[config.mk]
export PLATFORM = sky130hd
export DESIGN_NAME = rx_iq_packer
export DESIGN_NICKNAME = d
export VERILOG_FILES = /design/src/rtl/rx_pkg.sv /design/src/rtl/iq_lane_fmt.sv /design/src/rtl/rx_iq_packer.sv
export SDC_FILE = /design/constraint.sdc
export NUM_CORES = 1
export LEC_CHECK = 0
export CAP_MARGIN = 5
export CORE_MARGIN = 5
export CORE_UTILIZATION = 36
export CTS_CLUSTER_DIAMETER = 40
export DETAILED_ROUTE_END_ITERATION = 16
export GPL_ROUTABILITY_DRIVEN = 0
export PLACE_DENSITY_LB_ADDON = 0.12
export REMOVE_ABC_BUFFERS = 1
export SLEW_MARGIN = 15
export SYNTH_ARGS = -nofsm -noshare
export SYNTH_HDL_FRONTEND = slang
export SYNTH_SLANG_ARGS = --single-unit
export TNS_END_PERCENT = 10
[constraint.sdc]
create_clock -name Sclk -period 2.05 [get_ports Sclk]
set_input_delay 0.3075 -clock Sclk [delete_from_list [all_inputs] [get_ports Sclk]]
set_output_delay 0.3075 -clock Sclk [all_outputs]
set_load 0.01 [all_outputs]
[src/rtl/rx_pkg.sv]
// Shared definitions for the RX I/Q packer: FSM states, format constants and
// the sign-extend / truncate helpers used when building lanes.
package rx_pkg;

  typedef enum logic [1:0] {
    ST_IDLE = 2'd0,
    ST_ARM  = 2'd1,
    ST_RUN  = 2'd2
  } state_t;

  localparam logic MODE_IQ16 = 1'b0;
  localparam logic MODE_IQ8  = 1'b1;

  // Sign-extend a w-bit two's complement value held in the low bits of v
  function automatic logic [15:0] sext16(input logic [15:0] v, input int w);
    logic [15:0] r;
    r = '0;
    for (int b = 0; b < 16; b++) begin
      r[b] = (b < w) ? v[b] : v[w-1];
    end
    return r;
  endfunction

  // Keep the top 8 bits of a w-bit sample, plain truncation
  function automatic logic [7:0] trunc8(input logic [15:0] v, input int w);
    return v[w-1 -: 8];
  endfunction

endpackage

[src/rtl/iq_lane_fmt.sv]
// Combinational lane formatter: turns one I/Q pair into a full 32-bit word of
// two 16-bit lanes and a 16-bit half-word of two 8-bit lanes.
module iq_lane_fmt
  import rx_pkg::*;
#(
  parameter int IQ_W    = 12,
  parameter bit SWAP_IQ = 1'b0
) (
  input  logic [IQ_W-1:0] smp_i,
  input  logic [IQ_W-1:0] smp_q,
  output logic [31:0]     word16,
  output logic [15:0]     pair8
);

  logic [15:0] i_ext;
  logic [15:0] q_ext;
  logic [7:0]  i_8;
  logic [7:0]  q_8;

  // Widen both samples, derive 8-bit lanes, and order lanes (Q high unless swapped)
  always_comb begin
    i_ext = sext16(16'(smp_i), IQ_W);
    q_ext = sext16(16'(smp_q), IQ_W);
    i_8   = trunc8(i_ext, IQ_W);
    q_8   = trunc8(q_ext, IQ_W);
    if (SWAP_IQ) begin
      word16 = {i_ext, q_ext};
      pair8  = {i_8, q_8};
    end else begin
      word16 = {q_ext, i_ext};
      pair8  = {q_8, i_8};
    end
  end

endmodule

[src/rtl/rx_iq_packer.sv]
// RX I/Q packer: sync-aligned capture of I/Q samples into 32-bit words for the
// S->AXI bridge write port, with sample and word counters for status.
module rx_iq_packer
  import rx_pkg::*;
#(
  parameter int IQ_W    = 12,
  parameter bit SWAP_IQ = 1'b0
) (
  input  logic            Sclk,
  input  logic            rst_n,
  input  logic            en,
  input  logic            mode,
  input  logic            sync,
  input  logic [IQ_W-1:0] rx_i,
  input  logic [IQ_W-1:0] rx_q,
  input  logic            rx_valid,
  output logic [31:0]     dout,
  output logic            dout_en,
  output logic            armed,
  output logic            running,
  output logic [31:0]     smp_cnt,
  output logic [31:0]     word_cnt
);

  state_t      state;
  state_t      state_nxt;
  logic        mode_q;
  logic        phase;
  logic [15:0] hold;
  logic        arm_entry;
  logic        align;
  logic        accept;
  logic [31:0] word16;
  logic [15:0] pair8;

  iq_lane_fmt #(
    .IQ_W    (IQ_W),
    .SWAP_IQ (SWAP_IQ)
  ) u_fmt (
    .smp_i  (rx_i),
    .smp_q  (rx_q),
    .word16 (word16),
    .pair8  (pair8)
  );

  // Next-state logic plus the per-cycle arm/align/accept qualifiers
  always_comb begin
    state_nxt = state;
    arm_entry = 1'b0;
    align     = 1'b0;
    accept    = 1'b0;
    case (state)
      ST_IDLE: begin
        if (en) begin
          state_nxt = ST_ARM;
          arm_entry = 1'b1;
        end
      end
      ST_ARM: begin
        if (!en) begin
          state_nxt = ST_IDLE;
        end else if (sync) begin
          state_nxt = ST_RUN;
          align     = 1'b1;
          accept    = rx_valid;
        end
      end
      ST_RUN: begin
        if (!en) begin
          state_nxt = ST_IDLE;
        end else begin
          align  = sync;
          accept = rx_valid;
        end
      end
      default: state_nxt = ST_IDLE;
    endcase
  end

  // State register with registered armed/running flags
  always_ff @(posedge Sclk or negedge rst_n) begin
    if (!rst_n) begin
      state   <= ST_IDLE;
      armed   <= 1'b0;
      running <= 1'b0;
    end else begin
      state   <= state_nxt;
      armed   <= (state_nxt == ST_ARM);
      running <= (state_nxt == ST_RUN);
    end
  end

  // Packing datapath: hold register, phase, output word and counters
  always_ff @(posedge Sclk or negedge rst_n) begin
    if (!rst_n) begin
      mode_q   <= MODE_IQ16;
      phase    <= 1'b0;
      hold     <= '0;
      dout     <= '0;
      dout_en  <= 1'b0;
      smp_cnt  <= '0;
      word_cnt <= '0;
    end else begin
      dout_en <= 1'b0;
      if (arm_entry) begin
        mode_q   <= mode;
        phase    <= 1'b0;
        hold     <= '0;
        smp_cnt  <= '0;
        word_cnt <= '0;
      end else if (!en) begin
        phase <= 1'b0;
        hold  <= '0;
      end else begin
        if (align) begin
          phase <= 1'b0;
        end
        if (accept) begin
          smp_cnt <= smp_cnt + 32'd1;
          if (mode_q == MODE_IQ16) begin
            dout     <= word16;
            dout_en  <= 1'b1;
            word_cnt <= word_cnt + 32'd1;
          end else if (phase && !align) begin
            dout     <= {pair8, hold};
            dout_en  <= 1'b1;
            word_cnt <= word_cnt + 32'd1;
            phase    <= 1'b0;
          end else begin
            hold  <= pair8;
            phase <= 1'b1;
          end
        end
      end
    end
  end

endmodule
# Word level (Yosys, flattened, before mapping)
# Index checks and enable logic that the tools add are counted.
# W data, S select, Z words.
dict set report op_classes {
  div 0
  magnitude_cmp 0
  shift 0
  add_sub_neg 2
  reduce_logical 9
  mux 41
  bitwise 1
  mul 0
  n_eq_ne 9
}
# cell count
set ops {}
lappend ops {{$mux W32} 10}
lappend ops {{$mux W16} 5}
lappend ops {{$add A32 B1 Y32 const B} 2}
lappend ops {{$mux W1} 19}
lappend ops {{$ne A3 B1 Y1 const B} 3}
lappend ops {{$mux W2} 4}
lappend ops {{$pmux W2 S3} 1}
lappend ops {{$reduce_and A3 Y1} 2}
lappend ops {{$eq A2 B1 Y1 const B} 2}
lappend ops {{$eq A2 B2 Y1 const B} 2}
lappend ops {{$pmux W1 S2} 2}
lappend ops {{$reduce_and A4 Y1} 1}
lappend ops {{$reduce_bool A2 Y1} 2}
lappend ops {{$ne A3 B3 Y1 const B} 1}
lappend ops {{$logic_not A2 Y1} 1}
lappend ops {{$ne A2 B1 Y1 const B} 1}
lappend ops {{$reduce_and A2 Y1} 1}
lappend ops {{$logic_and A1 B1 Y1} 1}
lappend ops {{$logic_not A1 Y1} 1}
lappend ops {{$not A1 Y1} 1}
dict set report word_totals {
  memories 0
  register_bits 119
  rom_bits 0
  latchBits 0
  ram_bits 0
  in_bits 30
  out_inout_bits 99
  wordCells 72
}

# Logic depth before layout (Yosys ltp)
# Gate-level depths: netlist of the first run.
dict set report logic_depth {
  word_depth 10
  ltp_mapped 9
  mapped_depth_nobuf 8
}

# Modules after synthesis
# From an unflattened synthesis of the first run, not the netlist that was laid out.
dict set report unflattened {
  hier_cells 627
  area_unflattened_um2 6124.6
}
# module area_per_inst_um2 cells_each n_inst
set modules_own_cells {}
lappend modules_own_cells {rx_iq_packer 5764.3 579 1}
lappend modules_own_cells {iq_lane_fmt 360.3 48 1}

# Worst setup path after synthesis of the first run
# Ideal clock, no wire load.
dict set report synth_path {
  kind {register to register}
  startpoint {reg state[1]}
  endpoint {reg word_cnt[27]}
  period_less_slack_ns 2.225
  arrival_ns 2.147
  setup_slack_ns -0.175
  stages_incl_launch_ff 9
  path_cell_list {dfrtp_1 -> inv_1 -> ha_1 -> o211a_1 -> o211ai_1 -> or4_1 -> buf_2 -> or3_1 -> a21oi_1}
}
dict set report synth_between {
  elab_chain_len 6
  word_cells_on_any_way 13
  classes_between {eq/ne (3); mux (4); reduce/logical (6)}
}
# element line_no
set synth_lines {}
lappend synth_lines {{from (decl)} rx_iq_packer.sv:25} ;# state_t state;
lappend synth_lines {{from (signal assigned)} rx_iq_packer.sv:87} ;# state <= state_nxt;
lappend synth_lines {{$eq A2 B2 Y1 / $eq A2 B1 Y1 (equally long branches)} rx_iq_packer.sv:52} ;# case (state)
lappend synth_lines {{$pmux W1 S2} rx_iq_packer.sv:52}
lappend synth_lines {{$logic_not A1 Y1} rx_iq_packer.sv:124} ;# end else if (phase && !align) begin
lappend synth_lines {{$logic_and A1 B1 Y1} rx_iq_packer.sv:124}
lappend synth_lines {{$ne A3 B1 Y1 (no line)} n/a}
lappend synth_lines {{$reduce_and A3 Y1 (no line)} n/a}
lappend synth_lines {{to (signal assigned)} rx_iq_packer.sv:123} ;# word_cnt <= word_cnt + 32'd1;
lappend synth_lines {{to (signal assigned)} rx_iq_packer.sv:127} ;# word_cnt <= word_cnt + 32'd1;
lappend synth_lines {{to (decl)} rx_iq_packer.sv:22} ;# output logic [31:0] word_cnt
# Parallel ways exist; a longest one is shown, timed or not.
# A chain may end at the register's enable or synchronous reset.

# Final worst setup path of the first run
dict set report layout_path {
  startpoint {reg state[0]}
  endpoint {reg word_cnt[27]}
}
# Same word-level chain as after synthesis.

==> flow_summary.json, run 1 <==
{
  "slowest_delay_ns": 0.46,
  "min_period_over_period_pct": 100.1,
  "grt_first_pass_wirelength_microns": 25280,
  "cp_top_family": "simple AND/OR/NAND/NOR gates",
  "routed_wl_microns": 15700,
  "die_h_microns": 136.0,
  "start_util_pct": 36.36,
  "clock_latency_ns": 0.41,
  "cp.buffers_inverters": 1,
  "syn_inst": 574,
  "cts.sinks": 119,
  "track_usage_pct": 17.13,
  "root_buffer": "clkbuf_16",
  "hold_class": "input pin to asynchronous set/reset pin",
  "worst_ep_arrival_time_ns": 2.39,
  "placed_area_sq_um": 7715,
  "synth_edf_count": 0,
  "fin_ws_ns": -0.002713,
  "slowest_stage": "or4_4",
  "status": "finished, violations left",
  "core_sq_um": 15710,
  "syn_area_per_cell_sq_um": 9.953,
  "drt_iter0_markers": 234,
  "grt_max_degree": 46,
  "cp.required_ns": 2.39,
  "worstSetupStartpointType": "flip-flop",
  "synth_mux_area_share_pct": 4.249,
  "synth_commonest_cells": "dfrtp_1 (119), nor2_1 (92), a21oi_1 (55)",
  "final-max-slew-violation-count": 0,
  "finalHoldViolations": 0,
  "clk_pin_slew_worst_paths_ns": 0.05,
  "firstDrtPassIters": 4,
  "antenna_found_initial": 0,
  "tightestPinTransition_ns": 0.5435,
  "vias": 4958,
  "synth_adder_area_share_pct": 1.533,
  "setup_violations": 2,
  "numPortBuffers": 128,
  "path_max_fanout": 6,
  "period_minus_slack_ns": 2.053,
  "ys_seq_elements": 119,
  "synthArstFlopShare_pct": 100.0,
  "crit_chain": "inv_2, ha_4, o211a_1, o211ai_1, or4_4, or3_1, a21oi_1",
  "synth_xor_area_share_pct": 7.665,
  "endpoint_kind": "flip-flop",
  "rows": 46,
  "routed_via_density": 5.013,
  "avgRoutedWirePerCell_microns": 15.87,
  "ys_seq_area_share_pct": 52.12,
  "dp_hpwl_microns": 10760,
  "top_level_ports": 129,
  "yosys_warnings": 0,
  "cts_max_level": 4,
  "grt_pass1_vias": 5029,
  "synth_top_area_share_pct": 52.12,
  "antenna_left": 0,
  "drv_cap": 0,
  "synth_top_family_by_area": "simple AND/OR/NAND/NOR gates",
  "hold_ws_ns": 0.3804,
  "nets": 798,
  "yosys.area_share.simple_pct": 20.89,
  "cts_tree": "built",
  "die-area_sq_um": 18490,
  "die_x_microns": 136.0,
  "netlist-cell-type-count": 49,
  "cts_buffers": 17,
  "powerDensity_nw_per_um2": 1045,
  "slew-limit-headroom_pct": 63.77,
  "synth_ff_type": "dfrtp_1",
  "fmax_mhz": 487.2,
  "syn_to_final_growth_pct": 51.47,
  "synth_area_leaders": "dfrtp_1 (52%), nor2_1 (6.0%), xnor2_1 (5.4%)",
  "grt_overflow_total": 0,
  "ir_drop_mv": 0.6407,
  "design_area_sq_um": 8653,
  "grt_setup_unrepaired": "true",
  "violations": "setup timing",
  "path_class": "flip-flop to flip-flop",
  "fin_skew_ns": 0.007768,
  "synth_most_common_cell": "dfrtp_1",
  "drc": 0,
  "clock_path_buffers": 2,
  "yosys.area.top_type": "dfrtp_1",
  "antenna_cells": 0,
  "p_leak_nw": 3.623,
  "layout-drive-gt1-share_pct": 18.63,
  "synth_compound_area_share_pct": 10.58,
  "netlist_area_sq_um": 5713
}
[metal layers]
| layer | global-route usage, % | part of all wire (%) | wire length, microns | up-vias |
|---|---|---|---|---|
| met5 | 0 | 0 | 0 | - |
| met4 | 6.159 | 1.7 | 271 | 0 |
| met3 | 4.737 | 4.7 | 738 | 20 |
| met2 | 27.32 | 48 | 7473 | 119 |
| met1 | 22.41 | 46 | 7212 | 2417 |
| li1 | - | - | - | 2402 |
[path summary, 6_finish.rpt]
path                           from            to  slack (ns)  cells past startpoint
min reg2reg                 hold[1]       hold[1]        0.50                      1
min in group Sclk           hold[1]       hold[1]        0.50                      1
min                           rst_n  word_cnt[15]        0.38                      2
max                        state[0]  word_cnt[27]      -0.003                      7
max in group asynchronous     rst_n   smp_cnt[30]        1.09                      3
max reg2reg                state[0]  word_cnt[27]      -0.003                      7
[cell usage in the layout (no fill, tap or decap), types with 3 or more instances in the layout]
cell type,n
bufinv_16,3
buf_4,55
clkbuf_8,4
nand2_1,26
nand4_1,14
clkinv_2,3
xnor2_1,34
a21oi_1,52
xor2_1,15
a22o_1,17
nor4_1,9
o21ai_0,14
clkbuf_16,20
ha_1,4
nor2_1,91
nor3_1,14
and3_1,10
buf_6,3
dfrtp_1,118
mux2i_1,22
clkdlybuf4s50_1,127
and4_1,8
inv_1,8
or3_1,9
nand3_1,18
nor2b_1,3
buf_12,8
nor4_2,8
a21oi_2,3
[where the power goes]
part	switching [W]	internal, W	leakage, nW
clock	0.00102	0.00203	0.295
combinational	0.00147	0.00150	1.74
sequential	0.000274	0.00275	1.59
[registers in the layout, summed over array words and instances (netlist names)]
name and cells:
armed 1, dout 32, dout_en 1, hold 16, mode_q 1, phase 1
running 1, smp_cnt 32, state 2, word_cnt 32
[logic make-up (layout without fill, tap and decap cells)]
logic type / after synthesis / after routing
and+or+nand+nor: 233 / 233
DFF: 119 / 119
AOI/OAI and AO/OA: 100 / 100
xor gates and xnor gates: 50 / 50
buffers and inverters: 41 / 240
muxes: 24 / 24
adders and majority gates: 7 / 7
[layout make-up]
type                    count  area (sq um)
clock buffers              23         488.0
fillers                  1392          7059
multi-input cells         414          2765
well taps                 216         270.3
clock inverters             8         120.1
flip-flops and latches    119          2979
repair buffers            199          1993
inverters                  10         37.54
[through the flow]
| stage | setup TNS (ns) | worst slack (ns) | utilization, % | cells | power (W) |
|---|---|---|---|---|---|
| final | -0.004287 | -0.002713 | 55.07 | 989 | 0.009039 |
| after global routing | -1.525 | -0.1087 | 55.07 | 989 | 0.009549 |
| after CTS | -0.2593 | -0.06909 | 53.46 | 982 | 0.009024 |
| after detailed placement | -15.34 | -0.3117 | 49.10 | 948 | 0.005819 |
| after global placement | -12.41 | -0.2663 | 49.10 | 948 | 0.005771 |
| after floorplan | -119.52 | -1.659 | - | 543 | 0.004247 |
[what timing repair did]
| item | CTS | global route |
|---|---|---|
| hold endpoints to repair | 23 | 0 |
| pin swaps | 8 | 4 |
| cloned | 0 | 3 |
| gates resized for setup | 12 | 29 |
| hold buffers | 1 | 0 |
| setup endpoints to repair | 54 | 83 |
| setup buffers | 2 | 4 |
(Power assumes the default switching activity.)
==> inputs of run 2 (changes only) <==
- PLACE_DENSITY: unset -> 0.7
- PLACE_DENSITY_LB_ADDON: 0.12 -> unset
==> run 2 against run 1 <==
  * The run still ends with setup timing left
  * Die area did not move
  * Routed wire length rose by 5.4%
  * Global-route usage rose by 0.36 points
  * Clock skew fell by 0.0017 ns
  * Critical path depth rose by 1
  * Highest routed layer is now met5
  * Sequential cell count did not move
  * Worst setup slack got worse by 0.023 ns
  * Power fell by 0.86%
  * Non-clock buffer count did not move
==> flow_summary.json, run 2 (synthesis gave the netlist of run 1 again) <==
{
  "placed_cells": 952,
  "grt_pass1_vias": 5171,
  "routed_via_density": 5.189,
  "powerDensity_nw_per_um2": 1043,
  "track_usage_pct": 17.49,
  "fmax_mhz": 481.8,
  "layout_common_cells": "clkdlybuf4s50_1 (127), dfrtp_1 (118), nor2_1 (90)",
  "tightestPinTransition_ns": 0.5100,
  "cp.required_ns": 2.34,
  "worstSetupStartpointType": "flip-flop",
  "clock_path_buffers": 2,
  "finalHoldViolations": 0,
  "rows": 46,
  "placed_area_sq_um": 7701,
  "path_class": "flip-flop to flip-flop",
  "start_util_pct": 36.36,
  "avgRoutedWirePerCell_microns": 16.69,
  "cts_tree": "built",
  "root_buffer": "clkbuf_16",
  "fin_setup_tns_ns": -0.03777,
  "min_period_over_period_pct": 101.2,
  "grt_setup_unrepaired": "true",
  "fin_skew_ns": 0.006067,
  "largestRegisters": "dout: 32 flops, smp_cnt: 32 flops, word_cnt: 32 flops",
  "drc": 0,
  "top_level_ports": 129,
  "cts_max_level": 4,
  "die_h_microns": 136.0,
  "antenna_found_initial": 1,
  "fin_ws_ns": -0.02548,
  "grt_max_degree": 61,
  "grt_first_pass_wirelength_microns": 25920,
  "hold_class": "input pin to asynchronous set/reset pin",
  "nets": 798,
  "worst_ep_arrival_time_ns": 2.36,
  "ir_drop_mv": 0.9077,
  "setup_violations": 3,
  "slew-limit-headroom_pct": 66.00,
  "vias": 5142,
  "p_leak_nw": 3.621,
  "core_sq_um": 15710,
  "fillers": 1321,
  "clk_pin_slew_worst_paths_ns": 0.06,
  "antenna_left": 0,
  "clock_latency_ns": 0.41,
  "cts_buffers": 17,
  "cts.sinks": 119,
  "die_x_microns": 136.0,
  "numPortBuffers": 128,
  "final-max-slew-violation-count": 0,
  "instances_no_fill": 991,
  "layout-drive-gt1-share_pct": 18.48,
  "die-area_sq_um": 18490,
  "drv_cap": 0,
  "layout_commonest_cell": "clkdlybuf4s50_1",
  "status": "finished, violations left",
  "routed_wl_microns": 16540,
  "fin_util_pct": 54.70,
  "syn_to_final_growth_pct": 50.44,
  "drt_iter0_markers": 285,
  "endpoint_kind": "flip-flop",
  "period_minus_slack_ns": 2.075,
  "violations": "setup timing",
  "path_max_fanout": 7,
  "grt_overflow_total": 0,
  "firstDrtPassIters": 4,
  "design_area_sq_um": 8594,
  "dp_hpwl_microns": 11360
}
==> run 2: final cells by class <==
cell class	instances	area, sq um	share of cell area (%)
Multi-Input combinational cell	414	2728	31.74
Clock inverter	7	90.09	1.048
Tap cell	216	270.3	3.145
Sequential cell	119	2979	34.66
Antenna cell	1	2.502	0.02912
Timing Repair Buffer	199	1972	22.94
Clock buffer	25	515.5	5.998
Inverter	10	37.54	0.4367
==> run 2: routing by layer <==
layer / routed length (microns) / global-route usage, % / vias up
met5: 20 / 0 / -
met4: 333 / 5.823 / 2
met3: 1344 / 6.551 / 36
met2: 7970 / 28.04 / 179
met1: 6867 / 21.89 / 2518
li1: - / - / 2407
==> run 2: path summary, 6_finish.rpt <==
kind	cells after the start	start	slack (ns)	end
worst min-delay path	2	rst_n	0.34	word_cnt[9]
min in group Sclk	3	mode	0.46	mode_q
max in group asynchronous	3	rst_n	1.05	word_cnt[31]
worst max-delay path	8	state[0]	-0.03	smp_cnt[25]
worst min register to register	1	hold[4]	0.51	hold[4]
worst max register to register	8	state[0]	-0.03	smp_cnt[25]
==> run 2: report_power, final <==
part,switching [W],internal (W),leakage (nW)
combinational,0.00145,0.00148,1.73
sequential,0.000279,0.00275,1.59
clock,0.00103,0.00198,0.295
==> run 2: repair_timing <==
action | in CTS | in global routing
hold buffers | 1 | 0
pin swaps | 8 | 4
buffers inserted | 0 | 1
resized for setup | 16 | 19
hold endpoints to repair | 18 | 0
endpoints found under the setup margin | 65 | 76
gates cloned | 0 | 4
==> run 2: per-stage QoR <==
| step | setup slack [ns] | hold WS, ns | power, W |
|---|---|---|---|
| 2_1_floorplan | -1.659 | 0.01191 | 0.004247 |
| 3_3_place_gp | -0.3075 | 0.2134 | 0.005783 |
| 3_5_place_dp | -0.3626 | 0.2205 | 0.005862 |
| 4_1_cts | -0.004731 | 0.3311 | 0.008964 |
| 5_1_grt | -0.1391 | 0.3552 | 0.009471 |
| 6_report | -0.02548 | 0.3421 | 0.008961 |
==> run 2: worst max-delay path, stage by stage, from the launching register on <==
cell and delay (ns):
dfrtp_1 0.37, inv_2 0.07, ha_4 0.28, buf_4 0.11, o2111a_2 0.23, nand3_1 0.25, nor4_1 0.43, xnor2_1 0.16
nor2_1 0.06
==> inputs of run 3 (changes only) <==
- CORE_ASPECT_RATIO: unset -> 0.6
- CORE_UTILIZATION: 36 -> 46
- PLACE_DENSITY: 0.7 -> 0.84
==> run 3 against run 2 <==
  * The run still ends with setup timing left
  * Power is 0.89% higher
  * Worst setup slack worse by 0.14 ns
  * Cell area is 1.8% lower
  * First-iteration DRC count is 52% higher
  * Sequential power hardly changed
  * Non-clock buffer count is 7 lower
  * Worst hold slack better by 0.10 ns
  * Combinational power is 4% higher
  * Maximum frequency is 6.5% lower
  * Register-to-register slack worse by 0.14 ns
  * Routed wire length is 4.9% higher
  * Global-route usage is 5.2 points higher
==> flow_summary.json, run 3 (synthesis gave the netlist of run 1 again) <==
{
  "p_int_w": 0.005953,
  "path_max_fanout": 4,
  "p_sw_w": 0.003088,
  "antenna_cells": 0,
  "cts_tree": "built",
  "layout_common_cells": "clkdlybuf4s50_1 (127), dfrtp_1 (119), nor2_1 (91)",
  "endpoint_kind": "flip-flop",
  "vias": 5286,
  "antenna_found_initial": 0,
  "grt_max_degree": 62,
  "clockPowerShare_pct": 32.9,
  "final-max-slew-violation-count": 0,
  "cp.required_ns": 2.40,
  "worst_ep_arrival_time_ns": 2.57,
  "dp_hpwl_microns": 11670,
  "status": "finished, violations left",
  "worstSetupStartpointType": "flip-flop",
  "grt_pass1_vias": 5261,
  "violations": "setup timing",
  "p_comb_share_pct": 33.6,
  "period_minus_slack_ns": 2.220,
  "setup.worst_path.start": "state[0]",
  "clk_pin_slew_worst_paths_ns": 0.07,
  "routed_wl_microns": 17340,
  "cts_buffers": 17,
  "syn_to_final_growth_pct": 47.79,
  "placed_cells": 897,
  "fin_ws_ns": -0.1700,
  "fin_skew_ns": 0.01089,
  "die-area_sq_um": 14820,
  "cts.sinks": 119,
  "start_util_pct": 47.21,
  "clock_latency_ns": 0.42,
  "drc": 0,
  "layout_commonest_cell": "clkdlybuf4s50_1",
  "routed_via_density": 5.672,
  "cts_max_level": 4,
  "setup_violations": 27,
  "drv_cap": 0,
  "nets": 791,
  "r2r_start": "state[0]",
  "ir_drop_mv": 0.7086,
  "core_sq_um": 12100,
  "numPortBuffers": 128,
  "p_leak_nw": 3.575,
  "powerDensity_nw_per_um2": 1071,
  "layout-drive-gt1-share_pct": 17.99,
  "antenna_left": 0,
  "slew-limit-headroom_pct": 56.72,
  "hold_class": "input pin to asynchronous set/reset pin",
  "root_buffer": "clkbuf_16",
  "tightestPinTransition_ns": 0.6471,
  "clock_path_buffers": 2,
  "fmax_mhz": 450.5,
  "largestRegisters": "dout: 32 flops, smp_cnt: 32 flops, word_cnt: 32 flops",
  "die_h_microns": 96.33,
  "grt_overflow_total": 0,
  "sw_frac_of_total_pct": 34.16,
  "path_class": "flip-flop to flip-flop",
  "avgRoutedWirePerCell_microns": 18.60,
  "top_level_ports": 129,
  "min_period_over_period_pct": 108.3,
  "rows": 31,
  "grt_setup_unrepaired": "true",
  "power_frac_seq_pct": 33.5,
  "pre_cts_slack_ns": -0.5271,
  "track_usage_pct": 22.66,
  "drt_iter0_markers": 432,
  "grt_first_pass_wirelength_microns": 26840,
  "die_x_microns": 153.9,
  "firstDrtPassIters": 6,
  "instances_no_fill": 932,
  "finalHoldViolations": 0
}
[run 3: changes by cell type in the layout (fill, tap and decap cells not counted), sizes merged]
cell	change
inv	+10
buf	-5
diode	-1
bufinv	-1
clkbuf	-10
clkinv	-1
[run 3: worst max-delay path, cell delays in order (launching register included)]
cell	delay [ns]
dfrtp_1	0.37
inv_2	0.07
ha_4	0.29
o211a_1	0.22
buf_6	0.13
o21ai_4	0.05
or4_4	0.56
or3_4	0.35
a21oi_2	0.11
[run 3: what timing repair did]
action,CTS,global route
pin swaps,4,9
gates resized for setup,13,29
setup endpoints to repair,92,91
hold buffers,1,0
cloned,0,1
buffers inserted,0,1
hold endpoints to repair,37,0
[run 3: path summary, 6_finish.rpt]
check	endpoint	slack, ns	depth (start not counted)
worst max-delay path	word_cnt[31]	-0.17	8
worst min-delay path	dout[17]	0.44	2
worst max register to register	word_cnt[31]	-0.17	8
worst min register to register	dout[31]	0.51	1
max in group asynchronous	word_cnt[28]	0.90	3
min in group Sclk	mode_q	0.45	3
[run 3: metrics by stage]
stage / utilization (%) / TNS, ns / hold WS [ns] / power, W / cell area [sq um]
finish: 69.77 / -1.430 / 0.4428 / 0.009041 / 8443
global route: 69.77 / -6.411 / 0.4857 / 0.009434 / 8443
CTS: 68.23 / -0.8182 / 0.4391 / 0.008913 / 8257
detailed placement: 62.85 / -27.02 / 0.3327 / 0.005863 / 7606
global placement: 62.85 / -16.02 / 0.3251 / 0.005720 / 7606
floorplan: - / -119.52 / 0.01191 / 0.004247 / 5582
[run 3: power by group through the flow]
stage          combinational [W]  clock [W]  sequential, W
2_1_floorplan           0.000958          0        0.00329
4_1_cts                  0.00290    0.00300        0.00302
5_1_grt                  0.00325    0.00313        0.00306
3_3_place_gp             0.00269          0        0.00303
3_5_place_dp             0.00282          0        0.00305
6_report                 0.00304    0.00298        0.00303
[run 3: routing by layer]
metal	global-route usage, %	share of wire (%)	up-vias	wire (microns)
li1	-	-	2404	-
met5	0	0	-	0
met2	37.50	48	227	8355
met4	7.054	2.1	0	365
met1	29.35	44	2606	7597
met3	6.379	5.9	49	1019
[run 3: cell type report]
type | count | area [sq um]
fill | 857 | 3659
clock inverter | 15 | 157.7
multi-input combinational | 414 | 2774
inverter | 10 | 37.54
clock buffer | 17 | 425.4
timing repair buffer | 192 | 1864
tap | 165 | 206.4
sequential | 119 | 2978
==> edit 1, RTL diff (config.mk and constraints of run 2) <==
Put one more register stage on the output `word_cnt`, with the module's reset. The value now appears one clock later. The other outputs are not delayed to match.
--- a/src/rtl/rx_iq_packer.sv
+++ b/src/rtl/rx_iq_packer.sv
@@ -23,2 +23,4 @@
 );
+
+  logic [31:0] word_cnt_s0;
 
@@ -101,3 +103,3 @@
       smp_cnt  <= '0;
-      word_cnt <= '0;
+      word_cnt_s0 <= '0;
     end else begin
@@ -109,3 +111,3 @@
         smp_cnt  <= '0;
-        word_cnt <= '0;
+        word_cnt_s0 <= '0;
       end else if (!en) begin
@@ -122,3 +124,3 @@
             dout_en  <= 1'b1;
-            word_cnt <= word_cnt + 32'd1;
+            word_cnt_s0 <= word_cnt_s0 + 32'd1;
           end else if (phase && !align) begin
@@ -126,3 +128,3 @@
             dout_en  <= 1'b1;
-            word_cnt <= word_cnt + 32'd1;
+            word_cnt_s0 <= word_cnt_s0 + 32'd1;
             phase    <= 1'b0;
@@ -137,2 +139,10 @@
 
+  always_ff @(posedge Sclk or negedge rst_n) begin
+    if (!rst_n) begin
+      word_cnt <= '0;
+    end else begin
+      word_cnt <= word_cnt_s0;
+    end
+  end
+
 endmodule
Behaviour: not the same (Yosys sat finds a counterexample within 4 cycles, from zero or initial values and one cycle with rst_n low).
==> edit 1 against run 2 <==
- core utilization decreased by 3.8 points
- routed wire length increased by 5.6%
- die area increased by 13%
- setup slack improved by 0.055 ns
- final cell count increased by 3.8%
- synthesized area increased by 14%
- final area increased by 6.0%
- sequential cell count increased by 32
- total power increased by 0.45%
- largest cell class unchanged
==> edit 1: results <==
{
  "pre_cts_slack_ns": -0.371,
  "n_all_inverters": 13,
  "fillerInstances": 1618,
  "multi_input_area_share_pct": 29.5,
  "highest_layer": "met4",
  "drt_iter0_drc": 286,
  "arrival_ns": 2.31,
  "powerClk_mw": 2.70,
  "critical-path-max-stage-delay_ns": 0.46,
  "via_per_inst": 5.31,
  "synthAdderAreaFrac_pct": 1.34,
  "wl_met1_um": 8010,
  "synth.mux.area_fraction_pct": 3.53,
  "wl_met3_um": 1250,
  "seqCellArea_mm2": 0.00378,
  "diodes": 0,
  "powerSeq_mw": 3.64,
  "timing.slew.headroom_pct": 62.5,
  "signal_buffers": 183,
  "grt_pass1_wl_um": 27300,
  "cp_slowest_cell": "or3_4",
  "antenna_found_initial": 0,
  "synth_cell_types": 48,
  "max_freq_ghz": 0.495,
  "clk_share_pct": 5.48,
  "globalRouteMet1Util_pct": 23.1,
  "r2r_slack_ns": 0.03,
  "leakage_nw": 4.04,
  "drc": 0,
  "status": "complete, no violations",
  "post-dp-hpwl_um": 11300,
  "skew_ns": 0.00895,
  "cts_resized": 7,
  "grtUsageMet3_pct": 4.33,
  "startpoint": "state[1]",
  "clockBufferCount": 21,
  "track_usage_pct": 16.4,
  "timing.rr.end": "dout[2]",
  "buf_share_pct": 19.9,
  "synth-compound-area-share_pct": 12.4,
  "synth-seq-cells": 151,
  "ys_seq_area_share_pct": 57.9,
  "peakVddDrop_mv": 0.704,
  "grt_pass1_vias": 5197,
  "multi_input_gates": 422,
  "nets": 825,
  "p_sw_share_pct": 30.9,
  "synthTopCellsByArea": "dfrtp_1, o21ai_0, nand2_1",
  "drive_above_1_share_pct": 13.4
}
[edit 1: changes by cell type in the layout (fill, tap and decap cells not counted), moves of 7 or more]
cell / run 2 / this run
nor4_1: 9 / 2
a21oi_1: 52 / 23
xnor2_1: 35 / 17
dfrtp_1: 118 / 150
nand2_1: 26 / 65
nor2_1: 90 / 48
buf_4: 57 / 43
o21ai_0: 15 / 39
a31oi_1: 3 / 10
nand3_1: 17 / 31
o21ai_1: 0 / 16
[edit 1: metrics by stage]
step | area (um^2) | hold slack [ns] | instances | total power [mW] | util [%]
6_report | 9110 | 0.412 | 1029 | 9.00 | 50.9
5_1_grt | 9110 | 0.441 | 1029 | 9.49 | 50.9
4_1_cts | 8920 | 0.412 | 1024 | 8.98 | 49.8
3_5_place_dp | 8380 | 0.309 | 992 | 6.19 | 46.8
3_3_place_gp | 8380 | 0.301 | 992 | 6.14 | 46.8
2_1_floorplan | 6390 | 0.0119 | 586 | 4.73 | -
==> edit 2, RTL diff (config.mk and constraints of run 2) <==
Without the edit above. `IQ_W` is set to 12 in 2 places; all go to 6.
--- a/src/rtl/iq_lane_fmt.sv
+++ b/src/rtl/iq_lane_fmt.sv
@@ -5,3 +5,3 @@
 #(
-  parameter int IQ_W    = 12,
+  parameter int IQ_W    = 6,
   parameter bit SWAP_IQ = 1'b0
--- a/src/rtl/rx_iq_packer.sv
+++ b/src/rtl/rx_iq_packer.sv
@@ -5,3 +5,3 @@
 #(
-  parameter int IQ_W    = 12,
+  parameter int IQ_W    = 6,
   parameter bit SWAP_IQ = 1'b0
Ports: changed (resized rx_i and rx_q); port bits go from 129 to 117. The function was not compared with the original's and may differ.
==> edit 2 against run 2 <==
- the flow still finishes with violations (negative setup slack)
- core utilization is 0.22 points higher
- largest cell class unchanged
- synthesized area decreased by 5.3%
- final area decreased by 6.4%
- global-route usage down 0.50 points
- sequential cell count decreased by 6
- critical path type unchanged
- synthesized cell count shrank 3.3%
- setup slack worse by 0.15 ns
- via count shrank 5.9%
- maximum frequency decreased by 6.6%
- total power decreased by 2.8%
- routed wire length shrank 11%
==> edit 2: results <==
{
  "status": "finished, violations left",
  "failed_checks": "negative setup slack",
  "reg.largest.list": "smp_cnt x32, word_cnt x32, dout x30",
  "port-buffer-count": 116,
  "highest_layer": "met4",
  "wl_met1_um": 6470,
  "place_inst": 881,
  "track_usage_pct": 17.0,
  "fillerInstances": 1257,
  "drt_iter0_drc": 288,
  "wl_met2_um": 7100,
  "arrival_ns": 2.56,
  "post-dp-hpwl_um": 10200,
  "timing.hold.ws_ns": 0.319,
  "cp-endpoint": "word_cnt[24]",
  "cp_slowest_cell": "or4_4",
  "setup_ws_ns": -0.173,
  "grt_pass1_vias": 5149,
  "diodes": 0,
  "first_pass_iters": 7,
  "pg_comb_mw": 2.62,
  "synthTopCellsByArea": "dfrtp_1, a21oi_1, nor2_1",
  "r2r_start": "state[1]",
  "drt-total-wl_um": 14700,
  "globalRouteMet1Util_pct": 21.1,
  "grt_use_met2_pct": 27.7,
  "synth_cells": 555,
  "via_per_inst": 5.28,
  "finalPower_mw": 8.71,
  "peakVddDrop_mv": 0.743,
  "synth-compound-area-share_pct": 14.4,
  "timing.slew.headroom_pct": 73.6,
  "seqPwrFrac_pct": 32.5,
  "critical-path-max-stage-delay_ns": 0.48,
  "synth_common_cells": "dfrtp_1, a21oi_1, nor2_1",
  "skew_ns": 0.00784,
  "grt_pass1_wl_um": 24900,
  "grt_max_degree": 67,
  "totalNegativeSetupSlack_ns": -1.49,
  "finalSetupViolCount": 17,
  "netSwitchingPower_mw": 2.57,
  "cp_max_fo": 8,
  "leakage_nw": 3.34,
  "grtUsageMet3_pct": 6.61
}
-- edit 2: cell types whose count changed after synthesis, moves of 11 or more --
cell            run 2  this run
mux2i_1            22         7
or4_1               2        16
nor4_1             17         5
nor2_1             92        66
a21oi_1            55        70
o31ai_1             0        15
xnor2_1            35        16
nand2_1            26        37
-- edit 2: repair_timing --
item	in CTS	in global routing
gates resized for setup	25	19
hold endpoints to repair	19	0
endpoints found under the setup margin	42	59
buffers inserted	2	0
hold buffers	1	0
pin swaps	29	4
cloned	1	0
-- edit 2: area by class of cell --
| type | count | area (um^2) | area share [%] |
|---|---|---|---|
| clock buffer | 21 | 470 | 5.85 |
| clock inverter | 10 | 181 | 2.26 |
| inverter | 18 | 67.6 | 0.840 |
| multi-input combinational | 394 | 2570 | 31.9 |
| sequential | 113 | 2830 | 35.2 |
| tap | 184 | 230 | 2.86 |
| timing repair buffer | 176 | 1700 | 21.1 |
